==> src/rtl/bus_select_arbiter.sv <==
// Round-robin owner selection for the shared 32-bit datapath mux.
// Drives mux select, a valid/ready beat window and a turnaround cycle between owners.
module bus_select_arbiter #(
    parameter int NREQ      = 8,
    parameter int MAX_BURST = 16
) (
    input  logic            Clk,
    input  logic            Reset,
    input  logic [NREQ-1:0] Req,
    input  logic [NREQ-1:0] Last,
    input  logic            BusReady,
    output logic [NREQ-1:0] Grant,
    output logic [2:0]      MuxSel,
    output logic            BusValid,
    output logic            Busy
);

    localparam int CW = $clog2(MAX_BURST + 1);

    typedef enum logic [1:0] {
        IDLE,
        OWN,
        TURN
    } state_t;

    state_t          state;
    state_t          state_n;
    logic [NREQ-1:0] grant_n;
    logic [2:0]      sel_n;
    logic [2:0]      ptr;
    logic [2:0]      ptr_n;
    logic [2:0]      win;
    logic            found;
    logic            busy_n;
    logic [CW-1:0]   count;
    logic [CW-1:0]   count_n;
    logic [7:0]      req8;
    logic [7:0]      last8;
    logic            own_req;
    logic            own_last;
    logic            accept;
    logic            at_max;

    function automatic logic [2:0] wrap(input logic [3:0] v);
        return (v >= 4'(NREQ)) ? 3'(v - 4'(NREQ)) : v[2:0];
    endfunction

    assign req8     = 8'(Req);
    assign last8    = 8'(Last);
    assign own_req  = req8[MuxSel];
    assign own_last = last8[MuxSel];
    assign BusValid = (state == OWN) && own_req && !Reset;
    assign accept   = BusValid && BusReady;
    assign at_max   = (count + 1'b1) == CW'(MAX_BURST);

    // First requester at or above the pointer, wrapping modulo NREQ.
    always_comb begin
        win   = '0;
        found = 1'b0;
        for (int i = 0; i < NREQ; i++) begin
            if (!found && req8[wrap({1'b0, ptr} + 4'(i))]) begin
                win   = wrap({1'b0, ptr} + 4'(i));
                found = 1'b1;
            end
        end
    end

    always_comb begin
        state_n = state;
        grant_n = Grant;
        sel_n   = MuxSel;
        busy_n  = Busy;
        ptr_n   = ptr;
        count_n = count;
        unique case (state)
            IDLE: begin
                if (found) begin
                    state_n = OWN;
                    grant_n = {{(NREQ-1){1'b0}}, 1'b1} << win;
                    sel_n   = win;
                    busy_n  = 1'b1;
                    ptr_n   = wrap({1'b0, win} + 4'd1);
                    count_n = '0;
                end
            end
            OWN: begin
                if (!own_req) begin
                    state_n = TURN;
                    grant_n = '0;
                    busy_n  = 1'b0;
                end else if (accept) begin
                    count_n = count + 1'b1;
                    if (own_last || at_max) begin
                        state_n = TURN;
                        grant_n = '0;
                        busy_n  = 1'b0;
                    end
                end
            end
            TURN: begin
                // MuxSel keeps the previous owner so the mux never glitches.
                state_n = IDLE;
                count_n = '0;
            end
            default: begin
                state_n = IDLE;
            end
        endcase
    end

    always_ff @(posedge Clk or posedge Reset) begin
        if (Reset) begin
            state  <= IDLE;
            Grant  <= '0;
            MuxSel <= '0;
            Busy   <= 1'b0;
            ptr    <= '0;
            count  <= '0;
        end else begin
            state  <= state_n;
            Grant  <= grant_n;
            MuxSel <= sel_n;
            Busy   <= busy_n;
            ptr    <= ptr_n;
            count  <= count_n;
        end
    end

endmodule

==> config.mk <==
export PLATFORM = sky130hd
export DESIGN_NAME = bus_select_arbiter
export DESIGN_NICKNAME = d
export VERILOG_FILES = /design/src/rtl/bus_select_arbiter.sv
export SDC_FILE = /design/constraint.sdc
export NUM_CORES = 1
export LEC_CHECK = 0
export ABC_AREA = 0
export BUFFER_PORTS_ARGS = -buffer_cell sky130_fd_sc_hd__clkbuf_2
export CORE_MARGIN = 5
export CORE_UTILIZATION = 30
export CTS_BUF_LIST = sky130_fd_sc_hd__clkbuf_8
export DETAILED_ROUTE_END_ITERATION = 6
export SLEW_MARGIN = 20
export SYNTH_ARGS = -nofsm -noshare
export SYNTH_HDL_FRONTEND = slang
export SYNTH_SLANG_ARGS = --single-unit
==> constraint.sdc <==
create_clock -name Clk -period 9.3 [get_ports Clk]
set_clock_uncertainty 0.15 [all_clocks]
set_input_delay 0.93 -clock Clk [delete_from_list [all_inputs] [get_ports Clk]]
set_output_delay 0.93 -clock Clk [all_outputs]
set_load 0.02 [all_outputs]
### Yosys cells after proc, flatten, opt, wreduce, memory -nomap -nowiden

Index checks and enable logic that the tools add are counted.

| cells by class | value |
|---|---|
| $lt $le $gt $ge | 18 |
| multiplexer cells | 64 |
| equal/unequal tests | 8 |
| shifts and indexed selects | 1 |
| add/sub/neg operators | 18 |
| reductions and logical operators | 26 |

Operators with widths:

| operator | count |
|---|---|
| $mux W3 | 17 |
| $lt A3 B4 Y1 const B | 9 |
| $ge A4 B4 Y1 const B | 8 |
| $mux W8 | 4 |
| $bmux W1 S3 | 10 |
| $sub A3 B1 Y3 const B | 9 |
| $mux W1 | 22 |
| $add A3 B3 Y4 const B | 4 |
| $pmux W8 S2 | 1 |
| $mux W5 | 3 |
| $pmux W5 S3 | 1 |
| $logic_and A1 B1 Y1 | 10 |
| $add A3 B1 Y4 const B | 2 |
| $add A3 B2 Y4 const B | 2 |
| $logic_not A1 Y1 | 8 |
| $mux W2 | 4 |
| $reduce_and A4 Y1 | 2 |
| $shl A1 B3 Y8 const A | 1 |
| $ne A2 B2 Y1 const B | 3 |
| $add A5 B1 Y5 const B | 1 |
| $eq A5 B5 Y1 const B | 1 |
| $ge A3 B4 Y1 const B | 1 |
| $pmux W2 S2 | 1 |
| $ne A3 B2 Y1 const B | 1 |
| other kinds (10) | 10 |

| word-level totals | value |
|---|---|
| register bits | 22 |
| output and inout port bits | 13 |

### Logic depth before layout (Yosys ltp)

Gate-level depths: netlist (run 1).

| logic depth | value |
|---|---|
| depth after elaboration | 29 |
| mapped depth | 17 |
| depth with buffers taken out | 12 |

### Least setup slack after synthesis (run 1)

Ideal clock, no wire load.

| path | value |
|---|---|
| kind | flip-flop to flip-flop |
| start point | register ptr[0] |
| end point | register ptr[2] |
| arrival | 3.688 ns |
| stages on the path, launching flop included | 18 |
| setup slack | 5.338 ns |
| library setup time | 0.124 ns |
| period minus slack after synthesis | 3.962 ns |
| cell sequence | dfrtp_1 buf_6 buf_4 buf_2 inv_1 ha_1 buf_2 buf_2 mux4_2 mux2i_1 mux2i_1 nor3_1 a211oi_1 a22oi_1 ha_1 ha_1 nand2_1 o21ai_1 |

| on the way | value |
|---|---|
| word-level cells in the longest chain between the ends | 29 |
| elaborated cells between the ends (all ways) | 82 |
| classes of those cells | add/sub (17); order compare (9); mux (41); reduce/logical (15) |

Ends and longest elaborated chain:

| item | RTL line | source |
|---|---|---|
| start: declaration | 30 | `logic [2:0] ptr;` |
| start signal: assignment | 124 | `ptr <= ptr_n;` |
| parallel branches: the longest is 25 deep, another holds $add A3 B1 Y4 | n/a |  |
| $mux W3 * | 61 | `if (!found && req8[wrap({1'b0, ptr} + 4'(i))]) begin` |
| named net win[1] | 32 | `logic [2:0] win;` |
| $add A3 B1 Y4 * | 82 | `ptr_n = wrap({1'b0, win} + 4'd1);` |
| $ge A4 B4 Y1 or $sub A3 B1 Y3 (tied branches) | 45 | `return (v >= 4'(NREQ)) ? 3'(v - 4'(NREQ)) : v[2:0];` |
| $mux W3 * | 45 |  |

Mark *: on every way through the listed nets, which the timed path passes. The select of a mux whose other input is x is not followed.
A chain may end at the register's enable or synchronous reset.

### Worst setup path in the final report (run 1)

| path | value |
|---|---|
| start point | register ptr[1] |
| end point | register ptr[2] |

Same word-level chain as after synthesis.

==> impl_metrics.csv, run 1 <==
group,metric,value,unit
run_status,status,"completed",
logic_synthesis,ys_top_cells_by_area,"dfrtp_1 (25%), mux4_2 (20%), mux2i_1 (6.8%), ha_1 (4.6%), nand2_1 (3.4%)",
sta,hold_slack,0.331,ns
drt,wirelength,5.49,mm
clocking,clkTransAtPathRegs,0.09,ns
cells_and_area,multiInputGateArea,1520,µm²
die,die_w,95.5,µm
die,initial_core_util,30.5,%
power,power_frac_clock,8.7,%
logic_synthesis,syn_area_per_cell,10.2,µm²
die,die_height,95.5,µm
global_routing,grt_pass1_vias,1785,
placement,portBuffers,31,
global_routing,gr-usage-all-layers,12.3,%
global_routing,grt_pass1_wl,8.89,mm
worst_setup_path,critPathMaxFanout,17,
cells_and_area,final_cell_mix,"clkbuf_2 (31), dfrtp_1 (22), nand2_1 (20)",
global_routing,grt_max_degree,26,
drt,firstDrtPassIters,4,
sta,min_period_over_period,45.9,%
logic_synthesis,synth-seq-cells,22,
power,p_leak,1.06,nW
power,pwr-share-seq,17.2,%
sta,fin_crit,4.27,ns
worst_setup_path,r2r-start,"ptr[1]",
global_routing,overflow,0,
cells_and_area,nets,263,
worst_setup_path,path_class,"flip-flop to flip-flop",
drt,drc,0,
clocking,clockBufferDepth,2,
clocking,post_cts_resized,0,
worst_setup_path,crit_path_end,"ptr[2]",
worst_setup_path,r2r-end,"ptr[2]",
worst_setup_path,startpoint_type,"flip-flop",
clocking,cts_root_buf,"clkbuf_8",
logic_synthesis,postSynth.asyncResetShare,100,%
power,switching_share,49.0,%
min_path,hold_path_class,"flip-flop to flip-flop",
power,comb_power_share,74.1,%
clocking,post_cts_buffers,0,
clocking,cts-htree-levels,1,
sta,setup_viol,0,
power,switching_power,0.502,mW
drt,via_per_inst,5.49,
die,die_area,9120,µm²
global_routing,antenna_found_initial,0,
worst_setup_path,endpoint_kind,"flip-flop",
power,p_int,0.522,mW
logic_synthesis,synth.distinct_cells,54,
placement,dp_hpwl,4.03,mm
job,maxCapViolations,0,
clocking,cts_made_buffers,3,
cells_and_area,num_antenna_cells,0,
cells_and_area,final_layout_size_suffix_gt1_share,28.5,%
logic_synthesis,synth_edf_count,0,
cells_and_area,seq_area,551,µm²
logic_synthesis,synthCells,215,
logic_synthesis,ys_warn_count,0,
worst_setup_path,rrSetupSlack,5.03,ns
sta,drv_slew,0,
die,io_pins,32,
worst_setup_path,arrival,4.26,ns
worst_setup_path,cp-startpoint,"ptr[1]",
power,worst_ir_drop_vdd,196,µV
sta,hold_viol,0,
logic_synthesis,yosysTopAreaCell,"dfrtp_1",
worst_setup_path,worstPathRequired,9.29,ns
clocking,cts_tree,"built",
cells_and_area,synthToLayoutAreaGrowth,12.4,%
logic_synthesis,ys_seq_area_share,25.1,%
die,core,7180,µm²
cells_and_area,mostFrequentLayoutCell,"clkbuf_2",
clocking,clk-insertion-delay-late,0.26,ns
worst_setup_path,r2r_cells,12,
cells_and_area,n_fill_cell,705,
sta,grt_setup_unrepaired,"false",
sta,setup_tns,0,ns
sta,max_freq,234,MHz
clocking,cts_hold_buf,0,
sta,slew_headroom,39.2,%
drt,wire_per_inst,16.4,µm
clocking,clkSinkCount,22,
logic_synthesis,netlist_area,2190,µm²
logic_synthesis,syn_nets,242,
logic_synthesis,synthFlopType,"dfrtp_1",
drt,drt_iter0_drc,121,
drt,postRouteAntennaNets,0,
logic_synthesis,yosysTopAreaCellShare,25.1,%
power,powerDensity,416,nW/µm²
placement,gp_congestion,0.922,
drt,via_count,1835,
die,row_count,31,
sta,tightest_slew,0.912,ns
[synth_stat cells, drive strengths merged, types with 2 or more instances]
master	count
a22oi	3
mux4	19
a211oi	2
nand2	20
a21o	3
nor2b	4
o22ai	3
dfrtp	22
a21oi	5
a22o	3
a31oi	2
ha	8
a32o	3
a221oi	3
or3	2
nand3	6
mux2i	15
o21ai	7
o2bb2ai	6
clkbuf	7
mux2	10
or2	3
buf	9
inv	9
xnor2	2
and2	2
nor2	13
nor3b	2
nor3	8
[flip-flops by register name, indices dropped and copies added (netlist names)]
signal  flops
Grant       8
count       5
MuxSel      3
ptr         3
state       2
Busy        1
[through the flow]
step | area, µm² | setup slack [ns] | power (mW) | cells | utilization, %
2_1_floorplan | 2190 | 5.34 | 0.793 | 215 | -
3_3_place_gp | 2390 | 5.11 | 0.924 | 330 | 33.3
3_5_place_dp | 2390 | 5.06 | 0.931 | 330 | 33.3
4_1_cts | 2460 | 5.05 | 1.03 | 334 | 34.3
5_1_grt | 2460 | 4.76 | 1.12 | 334 | 34.3
6_report | 2460 | 5.03 | 1.02 | 334 | 34.3
[per-layer routing]
| layer | wire length (µm) | GRT usage (%) |
|---|---|---|
| met4 | 72 | 3.79 |
| met2 | 2570 | 19.4 |
| met5 | 0 | 0 |
| met3 | 253 | 2.13 |
| met1 | 2590 | 17.1 |
[worst max-delay path: stages (launching register included)]
cell,delay [ns]
dfrtp_1,0.63
inv_2,0.18
ha_1,0.78
mux2_1,0.37
mux4_2,0.56
a311oi_1,0.29
o22ai_1,0.13
a211oi_1,0.23
a22oi_1,0.15
ha_1,0.28
ha_1,0.29
nand2_1,0.05
o21ai_1,0.06
[power groups by stage]
stage | combinational, mW | sequential [mW] | clock (mW)
global route | 0.839 | 0.183 | 0.0964
detailed placement | 0.752 | 0.178 | 0
global placement | 0.746 | 0.178 | 0
finish | 0.759 | 0.177 | 0.0888
floorplan | 0.626 | 0.167 | 0
CTS | 0.757 | 0.177 | 0.0924
[how the worst min path moves through the flow]
| stage | end | slack (ns) | from | cells past startpoint |
|---|---|---|---|---|
| floorplan | count[0] | 0.36 | count[0] | 1 |
| global placement | Busy | 0.31 | Busy | 1 |
| detailed placement | Busy | 0.32 | Busy | 1 |
| CTS | Busy | 0.34 | Busy | 1 |
| global route | Busy | 0.36 | Busy | 1 |
| finish | Busy | 0.33 | Busy | 1 |
[logic make-up (layout without fill, tap and decap cells)]
kind of cell	count (synthesis)	after routing	synth area share (%)
adders and majority gates	8	8	4.57
DFF	22	22	25.1
buffers and inverters	25	45	5.48
AOI/OAI and AO/OA	47	47	16.5
muxes	44	44	31.5
and+or+nand+nor	67	67	16.0
xor gates and xnor gates	2	2	0.799
[layout make-up]
type / count / area share (%)
Sequential cell: 22 / 22.3
Tap cell: 99 / 5.03
Clock inverter: 1 / 1.22
Clock buffer: 3 / 1.68
Multi-Input combinational cell: 168 / 61.8
Inverter: 9 / 1.37
Timing Repair Buffer: 32 / 6.60
Note: power is estimated with default switching activity, not from simulation.
==> inputs of run 2 (changes only) <==
ABC_AREA = 1   (was 0)
clock period = 3.8 ns   (was 9.3 ns; I/O delays follow)
==> impl_metrics.csv, run 2 <==
group,metric,value,unit
logic_synthesis,synth_top_family_by_area,"simple AND/OR/NAND/NOR gates",
logic_synthesis,synth-compound-area-share,6.73,%
logic_synthesis,ys_seq_area_share,28.2,%
run_status,status,"completed",
global_routing,overflow,0,
logic_synthesis,synth_fa_ha_area_share,5.13,%
global_routing,grt_max_degree,23,
clocking,cts_hold_buf,0,
cells_and_area,final_layout_size_suffix_gt1_share,23.1,%
die,row_count,29,
global_routing,gr-usage-all-layers,11.4,%
cells_and_area,largest_register,"Grant",
worst_setup_path,endpoint_kind,"flip-flop",
logic_synthesis,yosysTopAreaCellShare,28.2,%
worst_setup_path,rrSetupSlack,0.41,ns
clocking,post_cts_buffers,0,
worst_setup_path,path_class,"flip-flop to flip-flop",
logic_synthesis,synth_edf_count,0,
drt,via_per_inst,4.75,
cells_and_area,final_cell_mix,"nand2_1 (97), nand3_1 (42), clkbuf_2 (31)",
worst_setup_path,startpoint_type,"flip-flop",
logic_synthesis,postSynth.asyncResetShare,100,%
cells_and_area,synthToLayoutAreaGrowth,12.8,%
cells_and_area,largest_reg_flops,8,
logic_synthesis,syn_area_per_cell,6.62,µm²
drt,wirelength,4.78,mm
sta,min_period_over_period,89.1,%
logic_synthesis,synthCells,295,
min_path,hold_path_class,"input port to asynchronous set/reset pin",
worst_setup_path,worstPathRequired,3.80,ns
die,die_area,8220,µm²
drt,postRouteAntennaNets,0,
die,initial_core_util,30.7,%
logic_synthesis,synth_xor_area_share,4.42,%
cells_and_area,n_fill_cell,688,
logic_synthesis,ys_top_cells_by_area,"dfrtp_1 (28%), nand2_1 (19%), nand3_1 (11%), nor2_1 (5.8%), ha_1 (5.1%)",
logic_synthesis,synthMuxAreaShare,0.577,%
sta,slew_headroom,44.6,%
drt,via_count,1909,
sta,fin_crit,3.39,ns
placement,dp_hpwl,3.93,mm
global_routing,grt_pass1_vias,1766,
logic_synthesis,yosys.area_share.simple,46.3,%
sta,setup_tns,0,ns
logic_synthesis,synth-seq-cells,22,
logic_synthesis,synth.distinct_cells,33,
clocking,cts_made_buffers,3,
cells_and_area,mostFrequentLayoutCell,"nand2_1",
sta,hold_slack,0.132,ns
sta,grt_setup_unrepaired,"false",
logic_synthesis,syn_nets,322,
clocking,cts_tree,"built",
clocking,clkTransAtPathRegs,0.08,ns
global_routing,grt_pass1_wl,8.06,mm
cells_and_area,num_antenna_cells,0,
drt,firstDrtPassIters,4,
die,die_w,90.7,µm
placement,dp_cells,399,
worst_setup_path,arrival,3.38,ns
clocking,clockBufferDepth,2,
logic_synthesis,yosysMostFrequentCell,"nand2_1",
logic_synthesis,netlist_area,1950,µm²
logic_synthesis,yosysTopAreaCell,"dfrtp_1",
die,io_pins,32,
sta,tightest_slew,0.831,ns
cells_and_area,finish.utilization,34.7,%
clocking,clk-insertion-delay-late,0.26,ns
clocking,cts_root_buf,"clkbuf_8",
sta,hold_viol,0,
placement,portBuffers,31,
clocking,cts-htree-levels,1,
drt,drc,0,
sta,setup_viol,0,
job,maxCapViolations,0,
drt,wire_per_inst,11.9,µm
logic_synthesis,ys_warn_count,0,
clocking,post_cts_resized,0,
worst_setup_path,critPathMaxFanout,10,
placement,gp_congestion,0.931,
cells_and_area,stdcell_count,402,
die,die_height,90.7,µm
drt,drt_iter0_drc,143,
sta,drv_slew,0,
clocking,clkSinkCount,22,
logic_synthesis,synth_common_cells,"nand2_1 (97), nand3_1 (42), nor2_1 (30), dfrtp_1 (22), inv_1 (18)",
cells_and_area,nets,354,
logic_synthesis,synthFlopType,"dfrtp_1",
die,core,6350,µm²
sta,max_freq,295,MHz
cells_and_area,largestRegisters,"Grant: 8 flops, count: 5 flops",
global_routing,antenna_found_initial,0,
-- run 2: cell types whose count changed after synthesis, sizes merged, moves of 7 or more --
cell / delta
mux2: -9
o21ai: +10
inv: +21
nor2: +23
nand3: +42
nand2: +84
mux2i: -15
clkbuf: -7
mux4: -19
-- run 2: logic make-up after synthesis --
group           after synthesis
mux                           1
compound gates               24
buf+inv                      36
flops                        22
fa+ha+maj                     8
xor+xnor                      6
simple gates                198
-- run 2: final cells by class --
cell class	count	area, µm²	share of cell area, %
clock buffer	3	41.3	1.88
tap	77	96.3	4.38
timing repair buffer	32	163	7.39
sequential	22	551	25.0
multi-input combinational	237	1230	56.0
inverter	31	118	5.34
-- run 2: worst max-delay path, stage by stage, from the launching register on --
cell	delay, ns
dfrtp_1	0.58
clkinv_2	0.21
ha_1	0.40
inv_2	0.15
nand3_1	0.11
nand3_1	0.13
nand2_1	0.12
nor2_4	0.13
nand4_2	0.13
nor2_2	0.19
nand2_1	0.10
nand4_1	0.10
nand2_1	0.12
inv_1	0.11
ha_1	0.18
ha_1	0.23
nand2_1	0.06
o21ai_0	0.06
-- run 2: path summary, 6_finish.rpt --
| check | startpoint | end | depth (start not counted) |
|---|---|---|---|
| min in group Clk | Reset | state[0] | 3 |
| hold / removal | Reset | MuxSel[2] | 2 |
| hold reg to reg | Busy | Busy | 2 |
| setup reg to reg | ptr[1] | ptr[2] | 17 |
| max in group asynchronous | Reset | Busy | 2 |
| setup / recovery | ptr[1] | ptr[2] | 17 |
-- run 2: metrics by stage --
stage	worst slack [ns]	area (µm²)
after global routing	0.122	2200
after floorplan	0.994	1950
after global placement	0.510	2160
final	0.415	2200
after CTS	0.441	2200
after detailed placement	0.454	2160
-- run 2: layer usage --
metal,up-vias,GRT usage (%),routed length [µm]
li1,1013,-,-
met1,851,15.0,2300
met2,43,20.0,2280
met3,2,1.75,182
met4,0,1.24,13
met5,-,0,0
Power of run 2 is not shown: default switching activity piles up to over one toggle a cycle in this logic, so the estimate is an artifact.
==> inputs of run 3 (changes only) <==
PLACE_DENSITY = 0.51   (was not set)
==> impl_metrics.csv, run 3 (same netlist as run 2, synthesis figures left out) <==
group,metric,value,unit
worst_setup_path,crit_buf_inv,4,
drt,wire_per_inst,11.9,µm
clocking,clockBufferDepth,2,
cells_and_area,final_layout_size_suffix_gt1_share,23.3,%
worst_setup_path,endpoint_kind,"flip-flop",
worst_setup_path,crit_family,"simple AND/OR/NAND/NOR gates",
placement,portBuffers,31,
die,die_w,90.7,µm
die,row_count,29,
drt,via_count,1908,
worst_setup_path,worstPathRequired,3.80,ns
cells_and_area,largestRegisters,"Grant: 8 flops, count: 5 flops",
cells_and_area,mostFrequentLayoutCell,"nand2_1",
cells_and_area,final_cell_mix,"nand2_1 (97), nand3_1 (42), clkbuf_2 (31)",
placement,gp_congestion,0.869,
global_routing,grt_max_degree,23,
worst_setup_path,cpPeakStageDelay,0.59,ns
sta,tightest_slew,0.877,ns
worst_setup_path,path_class,"flip-flop to flip-flop",
worst_setup_path,arrival,3.40,ns
sta,setup_tns,0,ns
global_routing,grt_pass1_vias,1918,
clocking,clkTransAtPathRegs,0.08,ns
sta,drv_slew,0,
placement,postPlaceCellArea,2160,µm²
global_routing,gr-usage-all-layers,12.3,%
sta,fin_crit,3.40,ns
global_routing,grt_pass1_wl,8.74,mm
worst_setup_path,crit_chain,"clkinv_2 > ha_1 > inv_2 > nand3_1 > nand3_1 > nand2_1 > nor2_4 > nand3_1 > nand2_1 > inv_1 > nor2_1 > nand3_1 > nand2_1 > inv_1 > ha_1 > ha_1 > nand2_1 > o21ai_0",
cells_and_area,largest_reg_flops,8,
min_path,hold_path_class,"input port to asynchronous set/reset pin",
run_status,status,"completed",
clocking,cts_root_buf,"clkbuf_8",
sta,grt_setup_unrepaired,"false",
drt,via_per_inst,4.73,
clocking,cts_made_buffers,3,
die,io_pins,32,
sta,hold_viol,0,
cells_and_area,largest_register,"Grant",
cells_and_area,nets,354,
cells_and_area,n_fill_cell,677,
placement,dp_hpwl,3.88,mm
worst_setup_path,critPathMaxFanout,10,
die,core,6350,µm²
sta,setup_viol,0,
drt,postRouteAntennaNets,0,
drt,drt_iter0_drc,181,
clocking,cts-htree-levels,1,
clocking,cts_hold_buf,0,
clocking,cts_tree,"built",
worst_setup_path,path_depth,18,
worst_setup_path,slowest_stage,"dfrtp_1",
clocking,post_cts_resized,0,
job,maxCapViolations,0,
clocking,clk-insertion-delay-late,0.26,ns
drt,firstDrtPassIters,5,
die,die_height,90.7,µm
cells_and_area,finish.instance_area,2220,µm²
clocking,post_cts_buffers,0,
cells_and_area,synthToLayoutAreaGrowth,13.5,%
clocking,clkSinkCount,22,
drt,drc,0,
drt,wirelength,4.79,mm
cells_and_area,num_antenna_cells,0,
global_routing,overflow,0,
die,initial_core_util,30.7,%
worst_setup_path,startpoint_type,"flip-flop",
global_routing,antenna_found_initial,0,
sta,min_period_over_period,89.5,%
sta,max_freq,294,MHz
sta,slew_headroom,41.5,%
die,die_area,8220,µm²
worst_setup_path,r2r_cells,18,
==> run 3: cell count changes in the layout (fill, tap and decap cells not counted), sizes merged <==
cell,before,now
clkbuf,34,35
==> run 3: final timing paths <==
| path | start | to | slack [ns] |
|---|---|---|---|
| min reg2reg | Grant[7] | Grant[7] | 0.33 |
| max | ptr[1] | ptr[2] | 0.40 |
| max in group asynchronous | Reset | state[1] | 2.81 |
| min in group Clk | Reset | state[0] | 0.31 |
| min | Reset | ptr[2] | 0.15 |
| max reg2reg | ptr[1] | ptr[2] | 0.40 |
==> run 3: cell type report <==
cell class / count / area [µm²] / area share, %
Clock buffer: 4 / 55.1 / 2.48
Tap cell: 77 / 96.3 / 4.35
Timing Repair Buffer: 32 / 163 / 7.34
Multi-Input combinational cell: 237 / 1230 / 55.7
Sequential cell: 22 / 551 / 24.8
Inverter: 31 / 118 / 5.31
==> run 3: worst register-to-register path, stage by stage, from the launching register on <==
cell,delay [ns]
dfrtp_1,0.59
clkinv_2,0.22
ha_1,0.40
inv_2,0.15
nand3_1,0.12
nand3_1,0.13
nand2_1,0.12
nor2_4,0.12
nand3_1,0.08
nand2_1,0.07
inv_1,0.04
nor2_1,0.12
nand3_1,0.11
nand2_1,0.15
inv_1,0.08
ha_1,0.22
ha_1,0.29
nand2_1,0.06
o21ai_0,0.07
==> run 3: metal layers <==
metal	global-route usage (%)	wire length, µm
met1	17.5	2300
met2	19.1	2150
met3	2.50	323
met4	2.85	18
met5	0	0
==> run 3: per-stage QoR <==
step	hold slack, ns	util [%]	setup WS [ns]	std cells
finish	0.146	34.9	0.401	403
global route	0.237	34.9	0.0479	403
CTS	0.181	34.9	0.432	403
detailed placement	0.319	34.0	0.445	399
global placement	0.316	34.0	0.471	399
floorplan	0.219	-	0.994	295
Power of run 3 is left out for the same reason.
